--- src/rtl/rvc_compressor_if.sv ---
// Stream interface of the RVC compressor: instruction input, flush control,
// packed-word output and the compressed-instruction counter.
interface rvc_compressor_if #(
  parameter int unsigned CNT_W = 32
);
  logic             in_valid_i;
  logic             in_ready_o;
  logic [31:0]      in_inst_i;
  logic             flush_i;
  logic             flush_done_o;
  logic             out_valid_o;
  logic             out_ready_i;
  logic [31:0]      out_word_o;
  logic [CNT_W-1:0] comp_cnt_o;

  modport slave (
    input  in_valid_i, in_inst_i, flush_i, out_ready_i,
    output in_ready_o, flush_done_o, out_valid_o, out_word_o, comp_cnt_o
  );

  modport master (
    output in_valid_i, in_inst_i, flush_i, out_ready_i,
    input  in_ready_o, flush_done_o, out_valid_o, out_word_o, comp_cnt_o
  );
endinterface

--- src/rtl/rvc_compressor.sv ---
// Streaming RV64 instruction compressor: re-encodes a subset of RV32/64
// instructions as RVC parcels and packs the parcel stream into 32-bit words.
module rvc_compressor #(
  parameter bit          ENABLE_COMPRESS = 1'b1,
  parameter logic [15:0] NOP_HW          = 16'h0001,
  parameter int unsigned CNT_W           = 32
) (
  input logic             clk,
  input logic             rst,
  rvc_compressor_if.slave bus
);

  typedef enum logic [6:0] {
    OP_LOAD  = 7'b0000011,
    OP_IMM   = 7'b0010011,
    OP_STORE = 7'b0100011,
    OP_REG   = 7'b0110011
  } opcode_e;

  logic [31:0] inst;
  logic [6:0]  opc;
  logic [6:0]  f7;
  logic [2:0]  f3;
  logic [4:0]  rd;
  logic [4:0]  rs1;
  logic [4:0]  rs2;
  logic [11:0] imm_i;
  logic [11:0] imm_s;

  assign inst  = bus.in_inst_i;
  assign opc   = inst[6:0];
  assign rd    = inst[11:7];
  assign f3    = inst[14:12];
  assign rs1   = inst[19:15];
  assign rs2   = inst[24:20];
  assign f7    = inst[31:25];
  assign imm_i = inst[31:20];
  assign imm_s = {inst[31:25], inst[11:7]};

  logic is_addi, is_add, is_lw, is_ld, is_sw, is_sd;
  logic imm6_ok, rd_p, rs1_p, rs2_p;
  logic lwsp_ok, lw_ok, ld_ok, swsp_ok, sw_ok, sd_ok;

  assign is_addi = (opc == OP_IMM)   && (f3 == 3'b000);
  assign is_add  = (opc == OP_REG)   && (f3 == 3'b000) && (f7 == 7'd0);
  assign is_lw   = (opc == OP_LOAD)  && (f3 == 3'b010);
  assign is_ld   = (opc == OP_LOAD)  && (f3 == 3'b011);
  assign is_sw   = (opc == OP_STORE) && (f3 == 3'b010);
  assign is_sd   = (opc == OP_STORE) && (f3 == 3'b011);

  // A 12-bit immediate fits in 6 signed bits when bits 11:5 are all equal.
  assign imm6_ok = (imm_i[11:5] == '0) || (imm_i[11:5] == '1);

  assign rd_p  = (rd[4:3]  == 2'b01);
  assign rs1_p = (rs1[4:3] == 2'b01);
  assign rs2_p = (rs2[4:3] == 2'b01);

  assign lwsp_ok = (imm_i[11:8] == '0) && (imm_i[1:0] == '0);
  assign lw_ok   = (imm_i[11:7] == '0) && (imm_i[1:0] == '0);
  assign ld_ok   = (imm_i[11:8] == '0) && (imm_i[2:0] == '0);
  assign swsp_ok = (imm_s[11:8] == '0) && (imm_s[1:0] == '0);
  assign sw_ok   = (imm_s[11:7] == '0) && (imm_s[1:0] == '0);
  assign sd_ok   = (imm_s[11:8] == '0) && (imm_s[2:0] == '0);

  logic        c_ok;
  logic [15:0] c_hw;

  always_comb begin
    c_ok = 1'b0;
    c_hw = '0;
    if (is_addi && rd == 5'd0 && rs1 == 5'd0 && imm_i == '0) begin
      c_ok = 1'b1;
      c_hw = 16'h0001;
    end else if (is_addi && rs1 == 5'd0 && rd != 5'd0 && imm6_ok) begin
      c_ok = 1'b1;
      c_hw = {3'b010, imm_i[5], rd, imm_i[4:0], 2'b01};
    end else if (is_addi && rs1 == rd && rd != 5'd0 && imm_i != '0 && imm6_ok) begin
      c_ok = 1'b1;
      c_hw = {3'b000, imm_i[5], rd, imm_i[4:0], 2'b01};
    end else if (is_add && rs1 == 5'd0 && rd != 5'd0 && rs2 != 5'd0) begin
      c_ok = 1'b1;
      c_hw = {4'b1000, rd, rs2, 2'b10};
    end else if (is_add && rs1 == rd && rd != 5'd0 && rs2 != 5'd0) begin
      c_ok = 1'b1;
      c_hw = {4'b1001, rd, rs2, 2'b10};
    end else if (is_lw && rs1 == 5'd2 && rd != 5'd0 && lwsp_ok) begin
      c_ok = 1'b1;
      c_hw = {3'b010, imm_i[5], rd, imm_i[4:2], imm_i[7:6], 2'b10};
    end else if (is_sw && rs1 == 5'd2 && swsp_ok) begin
      c_ok = 1'b1;
      c_hw = {3'b110, imm_s[5:2], imm_s[7:6], rs2, 2'b10};
    end else if (is_lw && rs1_p && rd_p && lw_ok) begin
      c_ok = 1'b1;
      c_hw = {3'b010, imm_i[5:3], rs1[2:0], imm_i[2], imm_i[6], rd[2:0], 2'b00};
    end else if (is_sw && rs1_p && rs2_p && sw_ok) begin
      c_ok = 1'b1;
      c_hw = {3'b110, imm_s[5:3], rs1[2:0], imm_s[2], imm_s[6], rs2[2:0], 2'b00};
    end else if (is_ld && rs1_p && rd_p && ld_ok) begin
      c_ok = 1'b1;
      c_hw = {3'b011, imm_i[5:3], rs1[2:0], imm_i[7:6], rd[2:0], 2'b00};
    end else if (is_sd && rs1_p && rs2_p && sd_ok) begin
      c_ok = 1'b1;
      c_hw = {3'b111, imm_s[5:3], rs1[2:0], imm_s[7:6], rs2[2:0], 2'b00};
    end
    if (!ENABLE_COMPRESS) begin
      c_ok = 1'b0;
      c_hw = '0;
    end
  end

  logic             pend_v_q, pend_v_d;
  logic [15:0]      pend_hw_q, pend_hw_d;
  logic             out_valid_q, out_valid_d;
  logic [31:0]      out_word_q, out_word_d;
  logic [CNT_W-1:0] cnt_q, cnt_d;

  logic        out_free, in_ready, accept, flush_emit, emit;
  logic [31:0] emit_word;

  assign out_free   = !out_valid_q || bus.out_ready_i;
  assign in_ready   = !bus.flush_i && out_free;
  assign accept     = bus.in_valid_i && in_ready;
  assign flush_emit = bus.flush_i && pend_v_q && out_free;

  always_comb begin
    pend_v_d  = pend_v_q;
    pend_hw_d = pend_hw_q;
    emit      = 1'b0;
    emit_word = '0;
    if (flush_emit) begin
      emit      = 1'b1;
      emit_word = {NOP_HW, pend_hw_q};
      pend_v_d  = 1'b0;
    end else if (accept) begin
      if (!pend_v_q) begin
        if (c_ok) begin
          pend_hw_d = c_hw;
          pend_v_d  = 1'b1;
        end else begin
          emit      = 1'b1;
          emit_word = inst;
        end
      end else if (c_ok) begin
        emit      = 1'b1;
        emit_word = {c_hw, pend_hw_q};
        pend_v_d  = 1'b0;
      end else begin
        // Low half completes the current word; high half becomes the new pending half.
        emit      = 1'b1;
        emit_word = {inst[15:0], pend_hw_q};
        pend_hw_d = inst[31:16];
      end
    end
    out_valid_d = emit ? 1'b1 : (bus.out_ready_i ? 1'b0 : out_valid_q);
    out_word_d  = emit ? emit_word : out_word_q;
    cnt_d       = (accept && c_ok) ? cnt_q + CNT_W'(1) : cnt_q;
  end

  always_ff @(posedge clk) begin
    if (rst) begin
      pend_v_q    <= 1'b0;
      pend_hw_q   <= '0;
      out_valid_q <= 1'b0;
      out_word_q  <= '0;
      cnt_q       <= '0;
    end else begin
      pend_v_q    <= pend_v_d;
      pend_hw_q   <= pend_hw_d;
      out_valid_q <= out_valid_d;
      out_word_q  <= out_word_d;
      cnt_q       <= cnt_d;
    end
  end

  assign bus.in_ready_o   = in_ready;
  assign bus.out_valid_o  = out_valid_q;
  assign bus.out_word_o   = out_word_q;
  assign bus.comp_cnt_o   = cnt_q;
  // Done already in the cycle the last word is being taken by the consumer.
  assign bus.flush_done_o = !pend_v_q && (!out_valid_q || bus.out_ready_i);

endmodule

--- src/flat_wrapper.sv ---
// flat-port wrapper written by rule: the top's interface ports become plain ports
module rvc_compressor_flat 
#(
  parameter bit          ENABLE_COMPRESS = 1'b1,
  parameter logic [15:0] NOP_HW          = 16'h0001,
  parameter int unsigned CNT_W           = 32
)
  (clk, rst, bus_in_valid_i, bus_in_inst_i, bus_flush_i, bus_out_ready_i, bus_in_ready_o, bus_flush_done_o, bus_out_valid_o, bus_out_word_o, bus_comp_cnt_o);
  rvc_compressor_if #(.CNT_W(CNT_W)) bus_i ();
  input logic clk;
  input logic rst;
  input wire logic [$bits(bus_i.in_valid_i)-1:0] bus_in_valid_i;
  input wire logic [$bits(bus_i.in_inst_i)-1:0] bus_in_inst_i;
  input wire logic [$bits(bus_i.flush_i)-1:0] bus_flush_i;
  input wire logic [$bits(bus_i.out_ready_i)-1:0] bus_out_ready_i;
  output wire logic [$bits(bus_i.in_ready_o)-1:0] bus_in_ready_o;
  output wire logic [$bits(bus_i.flush_done_o)-1:0] bus_flush_done_o;
  output wire logic [$bits(bus_i.out_valid_o)-1:0] bus_out_valid_o;
  output wire logic [$bits(bus_i.out_word_o)-1:0] bus_out_word_o;
  output wire logic [$bits(bus_i.comp_cnt_o)-1:0] bus_comp_cnt_o;
  assign bus_i.in_valid_i = bus_in_valid_i;
  assign bus_i.in_inst_i = bus_in_inst_i;
  assign bus_i.flush_i = bus_flush_i;
  assign bus_i.out_ready_i = bus_out_ready_i;
  assign bus_in_ready_o = bus_i.in_ready_o;
  assign bus_flush_done_o = bus_i.flush_done_o;
  assign bus_out_valid_o = bus_i.out_valid_o;
  assign bus_out_word_o = bus_i.out_word_o;
  assign bus_comp_cnt_o = bus_i.comp_cnt_o;
  rvc_compressor #(.ENABLE_COMPRESS(ENABLE_COMPRESS), .NOP_HW(NOP_HW), .CNT_W(CNT_W)) u_core (.clk(clk), .rst(rst), .bus(bus_i));
endmodule
--- config.mk ---
export PLATFORM = sky130hd
export DESIGN_NAME = rvc_compressor_flat
export DESIGN_NICKNAME = d
export VERILOG_FILES = /design/src/rtl/rvc_compressor_if.sv /design/src/rtl/rvc_compressor.sv /design/src/flat_wrapper.sv
export SDC_FILE = /design/constraint.sdc
export NUM_CORES = 1
export LEC_CHECK = 0
export CORE_MARGIN = 2
export CORE_UTILIZATION = 25
export CTS_CLUSTER_DIAMETER = 80
export DETAILED_ROUTE_END_ITERATION = 8
export HOLD_SLACK_MARGIN = 0.06
export SLEW_MARGIN = 20
export SYNTH_ARGS = -nofsm -noshare
export SYNTH_HDL_FRONTEND = slang
export SYNTH_SLANG_ARGS = --single-unit
--- constraint.sdc ---
create_clock -name clk -period 4 [get_ports clk]
set_input_delay 1 -clock clk [delete_from_list [all_inputs] [get_ports clk]]
set_output_delay 1 -clock clk [all_outputs]
set_load 0.01 [all_outputs]
# ---- Yosys cells after proc, flatten, opt, wreduce, memory -nomap -nowiden
# Index checks and enable logic that the tools add are counted.
dict set report word_totals {
  reg_bits 82
  latch_bits 0
  ram_bits 0
  rom_bits 0
  input_bits 37
  n_memories 0
}
dict set report classes {
  addsub 1
  mul 0
  div_mod_pow 0
  magnitude_cmp 0
  eq_ne 13
  shifts 0
  mux 38
  bitwise 1
  n_reduce_logical 75
}
# cell n
set ops {}
lappend ops {{$mux W16} 14}
lappend ops {{$mux W32} 5}
lappend ops {{$logic_and A1 B1 Y1} 52}
lappend ops {{$add A32 B1 Y32 const B} 1}
lappend ops {{$mux W1} 19}
lappend ops {{$logic_not A5 Y1} 3}
lappend ops {{$eq A7 B6 Y1 const B} 2}
lappend ops {{$logic_not A12 Y1} 1}
lappend ops {{$reduce_bool A12 Y1} 1}
lappend ops {{$reduce_bool A5 Y1} 2}
lappend ops {{$logic_not A3 Y1} 3}
lappend ops {{$eq A7 B2 Y1 const B} 1}
lappend ops {{$eq A7 B5 Y1 const B} 1}
lappend ops {{$eq A7 B7 Y1 const B} 1}
lappend ops {{$logic_not A7 Y1} 1}
lappend ops {{$eq A2 B1 Y1 const B} 3}
lappend ops {{$eq A3 B2 Y1 const B} 2}
lappend ops {{$eq A5 B2 Y1 const B} 1}
lappend ops {{$eq A5 B5 Y1} 1}
lappend ops {{$logic_not A2 Y1} 2}
lappend ops {{$logic_not A4 Y1} 1}
lappend ops {{$reduce_and A4 Y1} 1}
lappend ops {{$reduce_bool A2 Y1} 2}
lappend ops {{$logic_not A1 Y1} 3}
lappend ops {{4 further kinds} 5}

# ---- Depth between registers and ports, before layout
dict set report depth {
  word_depth 21
  depth_mapped 16
  mapped_depth_nobuf 14
}

# ---- Worst setup path before layout
# Ideal clock, no wire load.
dict set report synth_timing {
  path_kind {input to register}
  startpoint {input bus_in_inst_i[8]}
  endpoint {register u_core.out_word_q[17] (netlist: u_core.bus.out_word_o[17])}
  t_arrival_ns 4.265
  slack_ns -0.325
  path_stages 15
  cell_sequence {clkbuf_1 -> or4_1 -> nor2_1 -> a21o_1 -> a21oi_1 -> o21a_1 -> a2111oi_0 -> inv_1 -> ha_1 -> nand2b_1 -> clkbuf_1 -> nor2_1 -> nand2_1 -> nor2_1 -> a221o_1}
}
dict set report synth_between {
  elab_chain_len 18
  word_cells_on_any_way 56
  cone_classes {eq/ne (1); mux (29); reduce/logical (26)}
}
# item line_no
set synth_lines {}
lappend synth_lines {{start, declared} flat_wrapper.sv:13} ;# input wire logic [$bits(bus_i.in_inst_i)-1:0] bus_in_inst_i;
lappend synth_lines {{$logic_not A3 Y1} rvc_compressor.sv:63} ;# assign sd_ok = (imm_s[11:8] == '0) && (imm_s[2:0] == '0);
lappend synth_lines {{$logic_and A1 B1 Y1} rvc_compressor.sv:63}
lappend synth_lines {{$logic_and A1 B1 Y1} rvc_compressor.sv:101} ;# end else if (is_sd && rs1_p && rs2_p && sd_ok) begin
lappend synth_lines {{$mux W1} rvc_compressor.sv:101}
lappend synth_lines {{$mux W1} rvc_compressor.sv:98} ;# end else if (is_ld && rs1_p && rd_p && ld_ok) begin
lappend synth_lines {{$mux W1} rvc_compressor.sv:95} ;# end else if (is_sw && rs1_p && rs2_p && sw_ok) begin
lappend synth_lines {{$mux W1} rvc_compressor.sv:92} ;# end else if (is_lw && rs1_p && rd_p && lw_ok) begin
lappend synth_lines {{$mux W1} rvc_compressor.sv:89} ;# end else if (is_sw && rs1 == 5'd2 && swsp_ok) begin
lappend synth_lines {{[... 2 more ...]} --}
lappend synth_lines {{$mux W1} rvc_compressor.sv:80} ;# end else if (is_add && rs1 == 5'd0 && rd != 5'd0 && rs2 != 5'd0) begin
lappend synth_lines {{$mux W1} rvc_compressor.sv:77} ;# end else if (is_addi && rs1 == rd && rd != 5'd0 && imm_i != '0 && imm6_ok) begin
lappend synth_lines {{$mux W1} rvc_compressor.sv:74} ;# end else if (is_addi && rs1 == 5'd0 && rd != 5'd0 && imm6_ok) begin
lappend synth_lines {{$mux W1} rvc_compressor.sv:71} ;# if (is_addi && rd == 5'd0 && rs1 == 5'd0 && imm_i == '0) begin
lappend synth_lines {{$mux W32, or another cell as far along} rvc_compressor.sv:136} ;# if (c_ok) begin
lappend synth_lines {{$mux W32 / $mux W1 (equally long branches)} rvc_compressor.sv:135} ;# if (!pend_v_q) begin
lappend synth_lines {{$mux W32 / $mux W1 (equally long branches)} rvc_compressor.sv:134} ;# end else if (accept) begin
lappend synth_lines {{$mux W32 / $mux W1 (equally long branches)} rvc_compressor.sv:130} ;# if (flush_emit) begin
lappend synth_lines {{end signal, assigned} rvc_compressor.sv:170} ;# out_word_q <= out_word_d;
lappend synth_lines {{end, declared} rvc_compressor.sv:114} ;# logic [31:0] out_word_q, out_word_d;
# Parallel ways exist; a longest one is shown, timed or not.
# A chain may end at the register's enable or synchronous reset.

# ---- Final worst setup path
dict set report layout_timing {
  startpoint {input bus_in_inst_i[9]}
  endpoint {register u_core.out_word_q[28] (netlist: u_core.bus.out_word_o[28])}
}
dict set report layout_between {
  elab_chain_len 18
  word_cells_on_any_way 53
  cone_classes {eq/ne (1); mux (31); reduce/logical (21)}
}
# item line_no
set layout_lines {}
lappend layout_lines {{$logic_not A3 Y1} rvc_compressor.sv:63}
lappend layout_lines {{$logic_and A1 B1 Y1} rvc_compressor.sv:63}
lappend layout_lines {{$logic_and A1 B1 Y1} rvc_compressor.sv:101}
lappend layout_lines {{$mux W1 / $mux W16 (equally long branches)} rvc_compressor.sv:101}
lappend layout_lines {{$mux W1 / $mux W16 (equally long branches)} rvc_compressor.sv:98}
lappend layout_lines {{$mux W1 / $mux W16 (equally long branches)} rvc_compressor.sv:95}
lappend layout_lines {{$mux W1 / $mux W16 (equally long branches)} rvc_compressor.sv:92}
lappend layout_lines {{$mux W1 / $mux W16 (equally long branches)} rvc_compressor.sv:89}
lappend layout_lines {{[... 2 more ...]} --}
lappend layout_lines {{$mux W1 / $mux W16 (equally long branches)} rvc_compressor.sv:80}
lappend layout_lines {{$mux W1 / $mux W16 (equally long branches)} rvc_compressor.sv:77}
lappend layout_lines {{$mux W1 / $mux W16 (equally long branches)} rvc_compressor.sv:74}
lappend layout_lines {{$mux W1 / $mux W16 (equally long branches)} rvc_compressor.sv:71}
lappend layout_lines {{$mux W32, or another cell as far along} rvc_compressor.sv:136}
lappend layout_lines {{$mux W32 / $mux W1 (equally long branches)} rvc_compressor.sv:135}
lappend layout_lines {{$mux W32 / $mux W1 (equally long branches)} rvc_compressor.sv:134}
lappend layout_lines {{$mux W32 / $mux W1 (equally long branches)} rvc_compressor.sv:130}
# Parallel ways exist; a longest one is shown, timed or not.

==> impl_summary.txt <==
----------------------------------------------------
[Layout]
  Synth-to-layout area growth ... 56.4%
  Total number of nets in the final design ... 805
  Most common library cell in the layout ignoring fill and taps ... sky130_fd_sc_hd__buf_4
  Area of all placed cells without fillers ... 7270 sq um
  Count of fill cells added during filler insertion ... 1832
  Commonest cells after routing, fill and taps aside ... 107 x sky130_fd_sc_hd__buf_4, 99 x sky130_fd_sc_hd__clkdlybuf4s50_1, 82 x sky130_fd_sc_hd__dfxtp_1
  Fraction of layout instances using a drive strength above 1 ... 0.228
  Antenna diode count ... 0

[Route]
  Via count of the routed design ... 5431
  DRC violations left ... 0
  Number of nets with antenna violations after routing ... 0
  Vias/cell ... 5.44
  Final Routed Wirelength ... 19400 microns
  Drt initial violations ... 311
  Routed wirelength normalized by instance count ... 19.5 microns
  Pre-Repair DR Iteration Count ... 5

[Worst setup path]
  Max Fanout on Critical Path ... 11
  Data required time at the worst endpoint ... 4220 ps
  Kind of end point of the critical path ... flop
  Startpoint type of the worst setup path ... primary input
  Crit path DAT ... 4140 ps
  Critical path class ... in -> reg
  Register-to-register path setup slack ... 1530 ps

[Floorplanning]
  Total core area ... 18100 sq um
  Total die area ... 19700 sq um
  Starting density of the core ... 0.257
  Die Width ... 140 microns
  I/O pin count ... 104
  Site row count ... 49
  Die Ht ... 140 microns

[GRT]
  Overflow left after global routing ... 0
  Vias in the first global route ... 5200
  Total routing resource utilization after global routing ... 0.193
  Wire length of the first global-routing pass ... 29600 microns
  Initial antenna violation count ... 0
  Pin count of the biggest net entering global routing ... 48

[Synthesis]
  Netlist Area Pre-Place ... 4650 sq um
  Largest area contributor in the synthesized netlist ... sky130_fd_sc_hd__dfxtp_1
  Number of instances in the synthesized netlist ... 572
  Mapped Nets ... 613
  Async set-or-reset flop fraction in the synthesized netlist ... 0
  Sequential-to-total area share from yosys stat ... 0.353
  Total of flip-flops plus latches after synthesis ... 82
  Area share of the leading cell type in the synthesized netlist ... 0.353
  Primary FF master, synth ... sky130_fd_sc_hd__dfxtp_1
  Distinct cell type count after synthesis ... 68
  Synthesized area divided by synthesized cell count ... 8.13 sq um
  Dominant cells by area after synthesis ... sky130_fd_sc_hd__dfxtp_1 35%, sky130_fd_sc_hd__a21oi_1 4.4%, sky130_fd_sc_hd__nand3_1 4.1%, sky130_fd_sc_hd__nor2_1 4.0%, sky130_fd_sc_hd__mux2i_1 3.2%
  Yosys warnings ... 0
  Number of enable-type register cells in the synthesized netlist ... 0

[Pwr]
  Total Power ... 2060 uW
  Leakage ... 0.00269 uW
  Cell Pwr Density ... 283 nW/um^2
  Max IR drop VDD ... 0.189 mV

[Clocking]
  Number of H-tree levels ... 3
  CTS tree ... built
  Number of buffers added to fix hold violations after cts ... 0
  Clock transition at the registers of the reported paths ... 70 ps
  Num Clock Sinks ... 82
  Clk Tree Root Cell ... sky130_fd_sc_hd__clkbuf_16
  Clock Latency Late Sink ... 340 ps
  Number of clock buffers inserted by TritonCTS ... 9
  Clk buf depth ... 2

[Job]
  Maxcap violations ... 0

[Timing]
  Final worst hold slack ... 461 ps
  Max transition margin ... 0.601
  Minimum clock period ... 3920 ps
  Period Utilization, post-route ... 0.979
  RSZ-0062 raised after global routing ... true
  Number of pins exceeding their max-slew limit in the final report ... 0
  Final Hold Viols ... 0
  Peak clock frequency supported by timing ... 255 MHz
  Max Clock Skew ... 8.55 ps
  Slew @ Worst Pin ... 598 ps
  Total of endpoints with negative setup slack in the final report ... 0
  Post-layout worst setup margin ... 83.0 ps

[Placement]
  Count of buffers inserted at the top-level ports ... 103
  Placed Area ... 6710 sq um
  GP Congestion ... 0.913
  Post-detail-place hpwl ... 14400 microns
  Pre-CTS setup slack ... -605 ps

[Status]
  Status ... finished, final reports clean

[Min path]
  Hold/Removal Path Class ... reg -> reg

----------------------------------------------------
==> final timing paths <==
path | startpoint | depth (start not counted) | end
worst max-delay path | bus_in_inst_i[9] | 15 | u_core.bus.out_word_o[28]
worst min-delay path | u_core.pend_hw_q[5] | 2 | u_core.pend_hw_q[5]
worst max register to register | u_core.bus.comp_cnt_o[7] | 7 | u_core.bus.comp_cnt_o[23]
worst min register to register | u_core.pend_hw_q[5] | 2 | u_core.pend_hw_q[5]
==> cell families after synthesis <==
group,share of synthesized area
buf+inv,0.0425
simple gates,0.268
flops,0.353
compound gates,0.251
xor+xnor,0.0395
fa+ha+maj,0.0108
mux,0.0347
==> layer usage <==
layer	part of all wire	vias up	track usage	wire [microns]
met3	0.092	21	0.0496	1800
li1	-	2562	-	-
met2	0.46	268	0.305	8960
met4	0.016	0	0.0510	312
met5	0	-	0	0
met1	0.43	2580	0.262	8360
==> per-stage QoR <==
stage | cells | setup TNS (ps) | util
floorplan | 572 | 0 | -
global placement | 979 | -23900 | 0.371
detailed placement | 979 | -23620 | 0.371
CTS | 995 | 0 | 0.393
global route | 998 | -75.6 | 0.402
finish | 998 | 0 | 0.402
==> report_power, final <==
part / total (uW) / leakage, uW / internal (uW) / switching, uW
Clock: 936 / 0.000162 / 584 / 352
Combinational: 278 / 0.00186 / 141 / 137
Sequential: 848 / 0.000664 / 833 / 14.9
==> state kept, by name (all words and copies together) (netlist names) <==
name                    count
u_core.bus.comp_cnt_o      32
u_core.bus.out_valid_o      1
u_core.bus.out_word_o      32
u_core.pend_hw_q           16
u_core.pend_v_q             1
==> synth_stat cells, types with 6 or more instances <==
master                     count
sky130_fd_sc_hd__a221oi_1     12
sky130_fd_sc_hd__a21oi_1      41
sky130_fd_sc_hd__or3_1        15
sky130_fd_sc_hd__clkbuf_1     31
sky130_fd_sc_hd__inv_1        10
sky130_fd_sc_hd__mux2i_1      15
sky130_fd_sc_hd__or4_1         6
sky130_fd_sc_hd__nand2_1      40
sky130_fd_sc_hd__nor2b_1       7
sky130_fd_sc_hd__o21ai_0      27
sky130_fd_sc_hd__nand4_1      16
sky130_fd_sc_hd__a21o_1        6
sky130_fd_sc_hd__dfxtp_1      82
sky130_fd_sc_hd__nor2_1       50
sky130_fd_sc_hd__xnor2_1      10
sky130_fd_sc_hd__nor3_1       12
sky130_fd_sc_hd__a222oi_1      8
sky130_fd_sc_hd__xor2_1       11
sky130_fd_sc_hd__and4_1        6
sky130_fd_sc_hd__a22oi_1      16
sky130_fd_sc_hd__nand3_1      38
sky130_fd_sc_hd__and3_1        9
==> layout make-up <==
| class | instances | area, sq um | area share |
|---|---|---|---|
| multi-input cells | 441 | 3000 | 0.412 |
| repair buffers | 219 | 1970 | 0.271 |
| flip-flops and latches | 82 | 1640 | 0.226 |
| well taps | 229 | 287 | 0.0394 |
| clock buffers | 11 | 253 | 0.0347 |
| clock inverters | 5 | 85.1 | 0.0117 |
| inverters | 11 | 41.3 | 0.00568 |
==> what timing repair did <==
action,in CTS,in global routing
endpoints found under the hold margin,0,0
endpoints found under the setup margin,36,46
gates resized for setup,11,31
pin swaps,0,11
setup buffers,0,3
==> worst max-delay path, stage by stage <==
cell and delay [ps]:
sky130_fd_sc_hd__clkdlybuf4s50_1 430, sky130_fd_sc_hd__or4_4 590, sky130_fd_sc_hd__nor2_4 110, sky130_fd_sc_hd__a21o_1 150, sky130_fd_sc_hd__nor3_2 60, sky130_fd_sc_hd__o21a_1 230
sky130_fd_sc_hd__a2111oi_4 360, sky130_fd_sc_hd__inv_1 120, sky130_fd_sc_hd__ha_2 200, sky130_fd_sc_hd__nand2b_4 150, sky130_fd_sc_hd__buf_8 140, sky130_fd_sc_hd__buf_6 150
sky130_fd_sc_hd__and3_1 180, sky130_fd_sc_hd__a41oi_2 170, sky130_fd_sc_hd__o22ai_1 100
(Power assumes the default switching activity.)
